`src/rtl/edge_scan_if.sv`:
```
// Command/status and pixel-cache handshake bundle for edge_scan_engine.
// master = controller + cache side, slave = the scan engine.
interface edge_scan_if #(
    parameter int unsigned COORD_W = 10,
    parameter int unsigned STEP_W  = 4,
    parameter int unsigned RUN_W   = 3
);
    logic               start;
    logic               abort;
    logic [1:0]         dir;
    logic [COORD_W-1:0] x0;
    logic [COORD_W-1:0] y0;
    logic [COORD_W-1:0] x1;
    logic [COORD_W-1:0] y1;
    logic [STEP_W-1:0]  step;
    logic [RUN_W-1:0]   min_run;
    logic               busy;
    logic               done;
    logic               found;
    logic [COORD_W-1:0] found_x;
    logic [COORD_W-1:0] found_y;
    logic               request;
    logic [COORD_W-1:0] req_x;
    logic [COORD_W-1:0] req_y;
    logic               pixel;
    logic               ready;

    modport master (
        output start, abort, dir, x0, y0, x1, y1, step, min_run, pixel, ready,
        input  busy, done, found, found_x, found_y, request, req_x, req_y
    );

    modport slave (
        input  start, abort, dir, x0, y0, x1, y1, step, min_run, pixel, ready,
        output busy, done, found, found_x, found_y, request, req_x, req_y
    );
endinterface

```
`src/rtl/edge_scan_engine.sv`:
```
// Raster edge finder: walks a window in one of four directions, fetching pixels one at a
// time from the cache, and reports the first run of min_run set pixels on a single line.
module edge_scan_engine #(
    parameter int unsigned COORD_W = 10,
    parameter int unsigned STEP_W  = 4,
    parameter int unsigned RUN_W   = 3
) (
    input logic        clk,
    input logic        reset,
    edge_scan_if.slave bus
);
    // One extra bit so stepping past either end of the coordinate range is seen, not aliased
    localparam int unsigned CW = COORD_W + 1;

    typedef enum logic [2:0] {IDLE, REQ, WAIT, EVAL, DONE} state_t;

    state_t             state, state_d;
    logic [CW-1:0]      inner, inner_d, outer, outer_d;
    logic [COORD_W-1:0] in_lo, in_lo_d, in_hi, in_hi_d, out_hi, out_hi_d;
    logic               vert, vert_d, dec, dec_d, invalid, invalid_d;
    logic [STEP_W-1:0]  step_q, step_d;
    logic [RUN_W-1:0]   min_q, min_d, run_q, run_d;
    logic [COORD_W-1:0] run_x, run_x_d, run_y, run_y_d;
    logic               pix_q, pix_d;
    logic               busy_q, busy_d, done_q, done_d, found_q, found_d, request_q, request_d;
    logic [COORD_W-1:0] found_x_q, found_x_d, found_y_q, found_y_d;
    logic [COORD_W-1:0] req_x_q, req_x_d, req_y_q, req_y_d;

    logic [COORD_W-1:0] cur_x_c, cur_y_c;
    logic [CW-1:0]      inner_nxt_c, outer_nxt_c;
    logic               inner_out_c, outer_out_c, hit_c;
    logic [RUN_W-1:0]   run_nxt_c;

    // Scan position, next-step bounds tests and run-length bookkeeping
    always_comb begin
        cur_x_c     = vert ? outer[COORD_W-1:0] : inner[COORD_W-1:0];
        cur_y_c     = vert ? inner[COORD_W-1:0] : outer[COORD_W-1:0];
        inner_nxt_c = dec ? inner - CW'(step_q) : inner + CW'(step_q);
        inner_out_c = dec ? (inner_nxt_c[COORD_W] || (inner_nxt_c < CW'(in_lo)))
                          : (inner_nxt_c > CW'(in_hi));
        outer_nxt_c = outer + CW'(1);
        outer_out_c = outer_nxt_c > CW'(out_hi);
        run_nxt_c   = pix_q ? ((run_q == '1) ? run_q : run_q + RUN_W'(1)) : '0;
        hit_c       = pix_q && (run_nxt_c >= min_q);
    end

    // Next-state and registered-output logic
    always_comb begin
        state_d   = state;
        inner_d   = inner;
        outer_d   = outer;
        in_lo_d   = in_lo;
        in_hi_d   = in_hi;
        out_hi_d  = out_hi;
        vert_d    = vert;
        dec_d     = dec;
        invalid_d = invalid;
        step_d    = step_q;
        min_d     = min_q;
        run_d     = run_q;
        run_x_d   = run_x;
        run_y_d   = run_y;
        pix_d     = pix_q;
        busy_d    = busy_q;
        done_d    = done_q;
        found_d   = found_q;
        found_x_d = found_x_q;
        found_y_d = found_y_q;
        request_d = request_q;
        req_x_d   = req_x_q;
        req_y_d   = req_y_q;

        case (state)
            IDLE, DONE: begin
                if (bus.start) begin
                    vert_d    = ~bus.dir[1];
                    dec_d     = ~bus.dir[0];
                    in_lo_d   = vert_d ? bus.y0 : bus.x0;
                    in_hi_d   = vert_d ? bus.y1 : bus.x1;
                    out_hi_d  = vert_d ? bus.x1 : bus.y1;
                    inner_d   = CW'(dec_d ? in_hi_d : in_lo_d);
                    outer_d   = CW'(vert_d ? bus.x0 : bus.y0);
                    step_d    = (bus.step == '0) ? STEP_W'(1) : bus.step;
                    min_d     = (bus.min_run == '0) ? RUN_W'(1) : bus.min_run;
                    invalid_d = (bus.x0 > bus.x1) || (bus.y0 > bus.y1);
                    run_d     = '0;
                    busy_d    = 1'b1;
                    done_d    = 1'b0;
                    found_d   = 1'b0;
                    found_x_d = '0;
                    found_y_d = '0;
                    state_d   = REQ;
                end
            end
            REQ: begin
                if (bus.abort || invalid) begin
                    busy_d  = 1'b0;
                    done_d  = 1'b1;
                    state_d = DONE;
                end else begin
                    request_d = 1'b1;
                    req_x_d   = cur_x_c;
                    req_y_d   = cur_y_c;
                    state_d   = WAIT;
                end
            end
            WAIT: begin
                if (bus.abort) begin
                    request_d = 1'b0;
                    busy_d    = 1'b0;
                    done_d    = 1'b1;
                    state_d   = DONE;
                end else if (bus.ready) begin
                    request_d = 1'b0;
                    pix_d     = bus.pixel;
                    state_d   = EVAL;
                end
            end
            EVAL: begin
                if (bus.abort) begin
                    busy_d  = 1'b0;
                    done_d  = 1'b1;
                    state_d = DONE;
                end else if (hit_c) begin
                    busy_d    = 1'b0;
                    done_d    = 1'b1;
                    found_d   = 1'b1;
                    found_x_d = (run_q == '0) ? cur_x_c : run_x;
                    found_y_d = (run_q == '0) ? cur_y_c : run_y;
                    state_d   = DONE;
                end else begin
                    if (pix_q && (run_q == '0)) begin
                        run_x_d = cur_x_c;
                        run_y_d = cur_y_c;
                    end
                    // Line wrap: restart the inner axis and never carry a run across lines
                    if (inner_out_c) begin
                        inner_d = CW'(dec ? in_hi : in_lo);
                        outer_d = outer_nxt_c;
                        run_d   = '0;
                        if (outer_out_c) begin
                            busy_d  = 1'b0;
                            done_d  = 1'b1;
                            state_d = DONE;
                        end else begin
                            state_d = REQ;
                        end
                    end else begin
                        inner_d = inner_nxt_c;
                        run_d   = run_nxt_c;
                        state_d = REQ;
                    end
                end
            end
            default: state_d = IDLE;
        endcase
    end

    always_ff @(posedge clk) begin
        if (reset) begin
            state     <= IDLE;
            inner     <= '0;
            outer     <= '0;
            in_lo     <= '0;
            in_hi     <= '0;
            out_hi    <= '0;
            vert      <= 1'b0;
            dec       <= 1'b0;
            invalid   <= 1'b0;
            step_q    <= '0;
            min_q     <= '0;
            run_q     <= '0;
            run_x     <= '0;
            run_y     <= '0;
            pix_q     <= 1'b0;
            busy_q    <= 1'b0;
            done_q    <= 1'b0;
            found_q   <= 1'b0;
            found_x_q <= '0;
            found_y_q <= '0;
            request_q <= 1'b0;
            req_x_q   <= '0;
            req_y_q   <= '0;
        end else begin
            state     <= state_d;
            inner     <= inner_d;
            outer     <= outer_d;
            in_lo     <= in_lo_d;
            in_hi     <= in_hi_d;
            out_hi    <= out_hi_d;
            vert      <= vert_d;
            dec       <= dec_d;
            invalid   <= invalid_d;
            step_q    <= step_d;
            min_q     <= min_d;
            run_q     <= run_d;
            run_x     <= run_x_d;
            run_y     <= run_y_d;
            pix_q     <= pix_d;
            busy_q    <= busy_d;
            done_q    <= done_d;
            found_q   <= found_d;
            found_x_q <= found_x_d;
            found_y_q <= found_y_d;
            request_q <= request_d;
            req_x_q   <= req_x_d;
            req_y_q   <= req_y_d;
        end
    end

    assign bus.busy    = busy_q;
    assign bus.done    = done_q;
    assign bus.found   = found_q;
    assign bus.found_x = found_x_q;
    assign bus.found_y = found_y_q;
    assign bus.request = request_q;
    assign bus.req_x   = req_x_q;
    assign bus.req_y   = req_y_q;
endmodule

```
`src/flat_wrapper.sv`:
```
// flat-port wrapper written by rule: the top's interface ports become plain ports
module edge_scan_engine_flat 
#(
    parameter int unsigned COORD_W = 10,
    parameter int unsigned STEP_W  = 4,
    parameter int unsigned RUN_W   = 3
)
  (clk, reset, bus_start, bus_abort, bus_dir, bus_x0, bus_y0, bus_x1, bus_y1, bus_step, bus_min_run, bus_pixel, bus_ready, bus_busy, bus_done, bus_found, bus_found_x, bus_found_y, bus_request, bus_req_x, bus_req_y);
  edge_scan_if #(.COORD_W(COORD_W), .STEP_W(STEP_W), .RUN_W(RUN_W)) bus_i ();
  input logic clk;
  input logic reset;
  input wire logic [$bits(bus_i.start)-1:0] bus_start;
  input wire logic [$bits(bus_i.abort)-1:0] bus_abort;
  input wire logic [$bits(bus_i.dir)-1:0] bus_dir;
  input wire logic [$bits(bus_i.x0)-1:0] bus_x0;
  input wire logic [$bits(bus_i.y0)-1:0] bus_y0;
  input wire logic [$bits(bus_i.x1)-1:0] bus_x1;
  input wire logic [$bits(bus_i.y1)-1:0] bus_y1;
  input wire logic [$bits(bus_i.step)-1:0] bus_step;
  input wire logic [$bits(bus_i.min_run)-1:0] bus_min_run;
  input wire logic [$bits(bus_i.pixel)-1:0] bus_pixel;
  input wire logic [$bits(bus_i.ready)-1:0] bus_ready;
  output wire logic [$bits(bus_i.busy)-1:0] bus_busy;
  output wire logic [$bits(bus_i.done)-1:0] bus_done;
  output wire logic [$bits(bus_i.found)-1:0] bus_found;
  output wire logic [$bits(bus_i.found_x)-1:0] bus_found_x;
  output wire logic [$bits(bus_i.found_y)-1:0] bus_found_y;
  output wire logic [$bits(bus_i.request)-1:0] bus_request;
  output wire logic [$bits(bus_i.req_x)-1:0] bus_req_x;
  output wire logic [$bits(bus_i.req_y)-1:0] bus_req_y;
  assign bus_i.start = bus_start;
  assign bus_i.abort = bus_abort;
  assign bus_i.dir = bus_dir;
  assign bus_i.x0 = bus_x0;
  assign bus_i.y0 = bus_y0;
  assign bus_i.x1 = bus_x1;
  assign bus_i.y1 = bus_y1;
  assign bus_i.step = bus_step;
  assign bus_i.min_run = bus_min_run;
  assign bus_i.pixel = bus_pixel;
  assign bus_i.ready = bus_ready;
  assign bus_busy = bus_i.busy;
  assign bus_done = bus_i.done;
  assign bus_found = bus_i.found;
  assign bus_found_x = bus_i.found_x;
  assign bus_found_y = bus_i.found_y;
  assign bus_request = bus_i.request;
  assign bus_req_x = bus_i.req_x;
  assign bus_req_y = bus_i.req_y;
  edge_scan_engine #(.COORD_W(COORD_W), .STEP_W(STEP_W), .RUN_W(RUN_W)) u_core (.clk(clk), .reset(reset), .bus(bus_i));
endmodule
```
`config.mk`:
```
export PLATFORM = sky130hd
export DESIGN_NAME = edge_scan_engine_flat
export DESIGN_NICKNAME = d
export VERILOG_FILES = /design/src/rtl/edge_scan_if.sv /design/src/rtl/edge_scan_engine.sv /design/src/flat_wrapper.sv
export SDC_FILE = /design/constraint.sdc
export NUM_CORES = 1
export LEC_CHECK = 0
export ABC_AREA = 1
export ABC_CLOCK_PERIOD_IN_PS = 8230
export CORE_MARGIN = 5
export CORE_UTILIZATION = 40
export CTS_CLUSTER_DIAMETER = 30
export DETAILED_ROUTE_END_ITERATION = 10
export SLEW_MARGIN = 10
export SYNTH_ARGS = -nofsm -noshare
export SYNTH_HDL_FRONTEND = slang
export SYNTH_SLANG_ARGS = --single-unit
```
`constraint.sdc`:
```
create_clock -name clk -period 8.23 [get_ports clk]
set_input_delay 0.823 -clock clk [delete_from_list [all_inputs] [get_ports clk]]
set_output_delay 0.823 -clock clk [all_outputs]
set_load 0.1 [all_outputs]
```
==> summary.md <==
| Metric | Value |
|---|---|
| CTS buffer count | `17` |
| # fillers | `2070` |
| Fmax | `~230 MHz` |
| Mapped Nets | `1323` |
| P_leak | `around 0.0041 uW` |
| Largest cells by area after synthesis | `dfxtp_1 (33%), nand2_1 (11%), ha_1 (10%)` |
| Vias in the first global route | `7521` |
| Most frequent cell after synthesis | `nand2_1` |
| Crit path required time | `~8.6 ns` |
| Post-synth top cells | `nand2_1 (247), o21ai_0 (163), a21oi_1 (146)` |
| Worst min-delay path class | `register to register` |
| Max Cap Viol | `0` |
| Root Buffer | `clkbuf_16` |
| Final nets | `1381` |
| IO Count | `just under 100` |
| First-pass GRT wire length | `roughly 39000 um` |
| ANT nets after route | `0` |
| Max transition margin | `0.277` |
| Crit path buf inv count | `2` |
| Max stage delay on crit path | `roughly 0.93 ns` |
| Total Wirelength | `~24000 um` |
| Synth top area share | `0.325` |
| CP Max Fanout | `26` |
| Cells after Synth | `around 1.2k` |
| H-tree Lvls | `4` |
| DR WL/cell | `15.8 um` |
| Most Crowded Layer GR | `met2` |
| Clock latency on the worst-skew pair | `0.42 ns` |
| Status | `completed` |
| Critical path type | `register to register` |
| Least-Margin Pin Slew | `about 1.1 ns` |
| Die width | `~150 um` |
| GR Util met1 | `0.292` |
| Synth async-reset ratio | `0` |
| Fin area | `~10000 sq um` |
| Remaining global-route overflow | `0` |
| RePlAce Congestion | `around 0.95` |
| Post-Syn Area | `about 8200 sq um` |
| CTS resizes | `0` |
| FF+latch count, synth | `approximately 130` |
| Initial antenna violation count | `0` |
| Worst Slack Setup Final | `a little under 4 ns` |
| Hold buffers post-CTS | `0` |
| P per Cell Area | `266 nW/um^2` |
| Via count | `8018` |
| Critical path arrival | `4.65 ns` |
| Final setup skew | `between 0.007 and 0.008 ns` |
| Crit path time final | `around 4.3 ns` |
| Syn avg cell area | `just under 7 sq um` |
| Worst VDD drop | `between 0.1 and 0.15 mV` |
| Core Box Area | `20200 sq um` |
| Dominant register cell in the synthesized netlist | `dfxtp_1` |
| Netlist cell types | `45` |
| Critical-path top delay cell | `dfxtp_1` |
| CP delay by family, top | `simple AND/OR/NAND/NOR gates` |
| Longest Clk Path Bufs | `2` |
| DRT iter0 DRCs | `around 510` |
| Post-placement cell area | `~9300 sq um` |
| TritonCTS Sinks | `~130` |
| Post-CTS Setup Bufs | `0` |
| TritonRoute pass-1 iters | `5` |
| HPWL after DPL | `about 18000 um` |
| Critical Path End Type | `register` |
| Startpoint Class | `register` |
| Post-route DRC | `0` |
| Synth area leader | `dfxtp_1` |
| Synth Warn # | `0` |
| Die Ht | `between 150 and 200 um` |
| Area grow syn2layout | `20.6%` |
| Post-synth EDFFs | `0` |
| Worst-path clk slew | `0.06 ns` |
| Sequential element share of the synthesized area | `0.325` |
| Power, Total | `between 2000 and 3000 uW` |
| Tcrit/Tclk final | `0.526` |
| GRT met2 Usage | `0.318` |
| # diodes | `0` |
| Port bufs | `98` |
| Pre-CTS setup slack | `approximately 3.9 ns` |
| Total Die Area | `approximately 23000 sq um` |
| Initial Util | `0.406` |
| Row count | `52` |
| Via/cell ratio | `5.21` |
| Setup-failing EPs final | `0` |
| Total negative slack | `0 ns` |
| Most Frequent Cell on Critical Path | `nand2_1` |
| Final Hold Viols | `0` |
| Fraction of layout cells with a size suffix above 1 | `0.0583` |
| RSZ-0062 raised after global routing | `no` |
| Fin. max-slew vios | `0` |
| All-Layer GR Usage | `0.206` |
| Met3 Usage GRT | `0.0418` |
| CTS tree | `done` |
| Largest net degree at the start of global routing | `75` |
-- cells in the final DEF, fill, tap and decap left out, types with 3 or more instances in the layout --
cell type	count
o211ai_1	10
inv_1	142
nand3_2	4
nor3_1	7
xnor2_1	4
dfxtp_1	133
ha_1	68
inv_2	7
o21ai_1	9
a21o_1	3
a211oi_1	3
clkinv_4	3
buf_4	6
inv_6	8
nand2_2	8
a211oi_2	4
nand2_1	247
a311oi_1	6
nand3_1	28
nand4_1	6
a21oi_1	146
clkbuf_16	17
o21ai_0	163
xor2_1	12
clkdlybuf4s50_1	97
a31oi_1	23
nor2_1	73
nor2_2	6
or2_0	6
-- registers in the layout, indices dropped and copies added (netlist names), 4 cells and up --
name,cells
u_core.run_x,10
u_core.bus.found_x,10
u_core.step_q,4
u_core.inner,11
u_core.out_hi,10
u_core.in_hi,10
u_core.bus.req_y,10
u_core.bus.req_x,10
u_core.outer,11
u_core.run_y,10
u_core.in_lo,10
u_core.bus.found_y,10
-- power breakdown --
part / internal, uW / switching (uW) / leakage (uW)
logic: 363 / 703 / 0.00276
clock network: 460 / 327 / 0.000299
registers: 707 / 67.1 / 0.00109
total: 1530 / 1100 / 0.00414
-- cells by family after synthesis --
kind of cell	Yosys count	synth area share
AOI/OAI and AO/OA	376	0.249
xor gates and xnor gates	16	0.0171
adders and majority gates	69	0.106
buffers and inverters	214	0.104
DFF	133	0.325
muxes	1	0.00122
and+or+nand+nor	390	0.198
-- cell type report --
class	count	area, sq um	area share
Clock inverter	15	184	0.0186
Multi-Input combinational cell	852	4680	0.474
Inverter	149	559	0.0566
Sequential cell	133	2660	0.270
Clock buffer	17	425	0.0431
Timing Repair Buffer	104	1020	0.103
Tap cell	270	338	0.0342
-- through the flow --
step            util  hold slack, ns  instances
5_1_grt        0.490           0.477       1540
2_1_floorplan      -           0.435       1199
4_1_cts        0.490           0.456       1540
6_report       0.490           0.452       1540
3_5_place_dp   0.459           0.445       1508
3_3_place_gp   0.459           0.442       1508
-- layer usage --
| metal | share of wire | routed length, um |
|---|---|---|
| met1 | 0.49 | 11900 |
| met3 | 0.060 | 1450 |
| met5 | 0 | 0 |
| met4 | 0.022 | 531 |
| met2 | 0.43 | 10400 |
-- worst register-to-register path: cells and delay by family (launching register included) --
kind / cells / cell delay, ns
xor gates and xnor gates: 1 / 0.30
DFF: 1 / 0.93
adders and majority gates: 2 / 0.65
AOI/OAI and AO/OA: 4 / 0.54
buffers and inverters: 2 / 0.25
and+or+nand+nor: 17 / 1.54
-- path summary, 6_finish.rpt --
| check | start | end | slack (ns) | cells after the start |
|---|---|---|---|---|
| max | u_core.dec$_SDFFE_PP0P_ | u_core.state[2]$_SDFFE_PP0P_ | 3.90 | 26 |
| min | u_core.bus.done$_SDFFE_PP0P_ | u_core.bus.done$_SDFFE_PP0P_ | 0.45 | 2 |
| max reg2reg | u_core.dec$_SDFFE_PP0P_ | u_core.state[2]$_SDFFE_PP0P_ | 3.90 | 26 |
| min reg2reg | u_core.bus.done$_SDFFE_PP0P_ | u_core.bus.done$_SDFFE_PP0P_ | 0.45 | 2 |
Power figures use the tool's default switching activity.
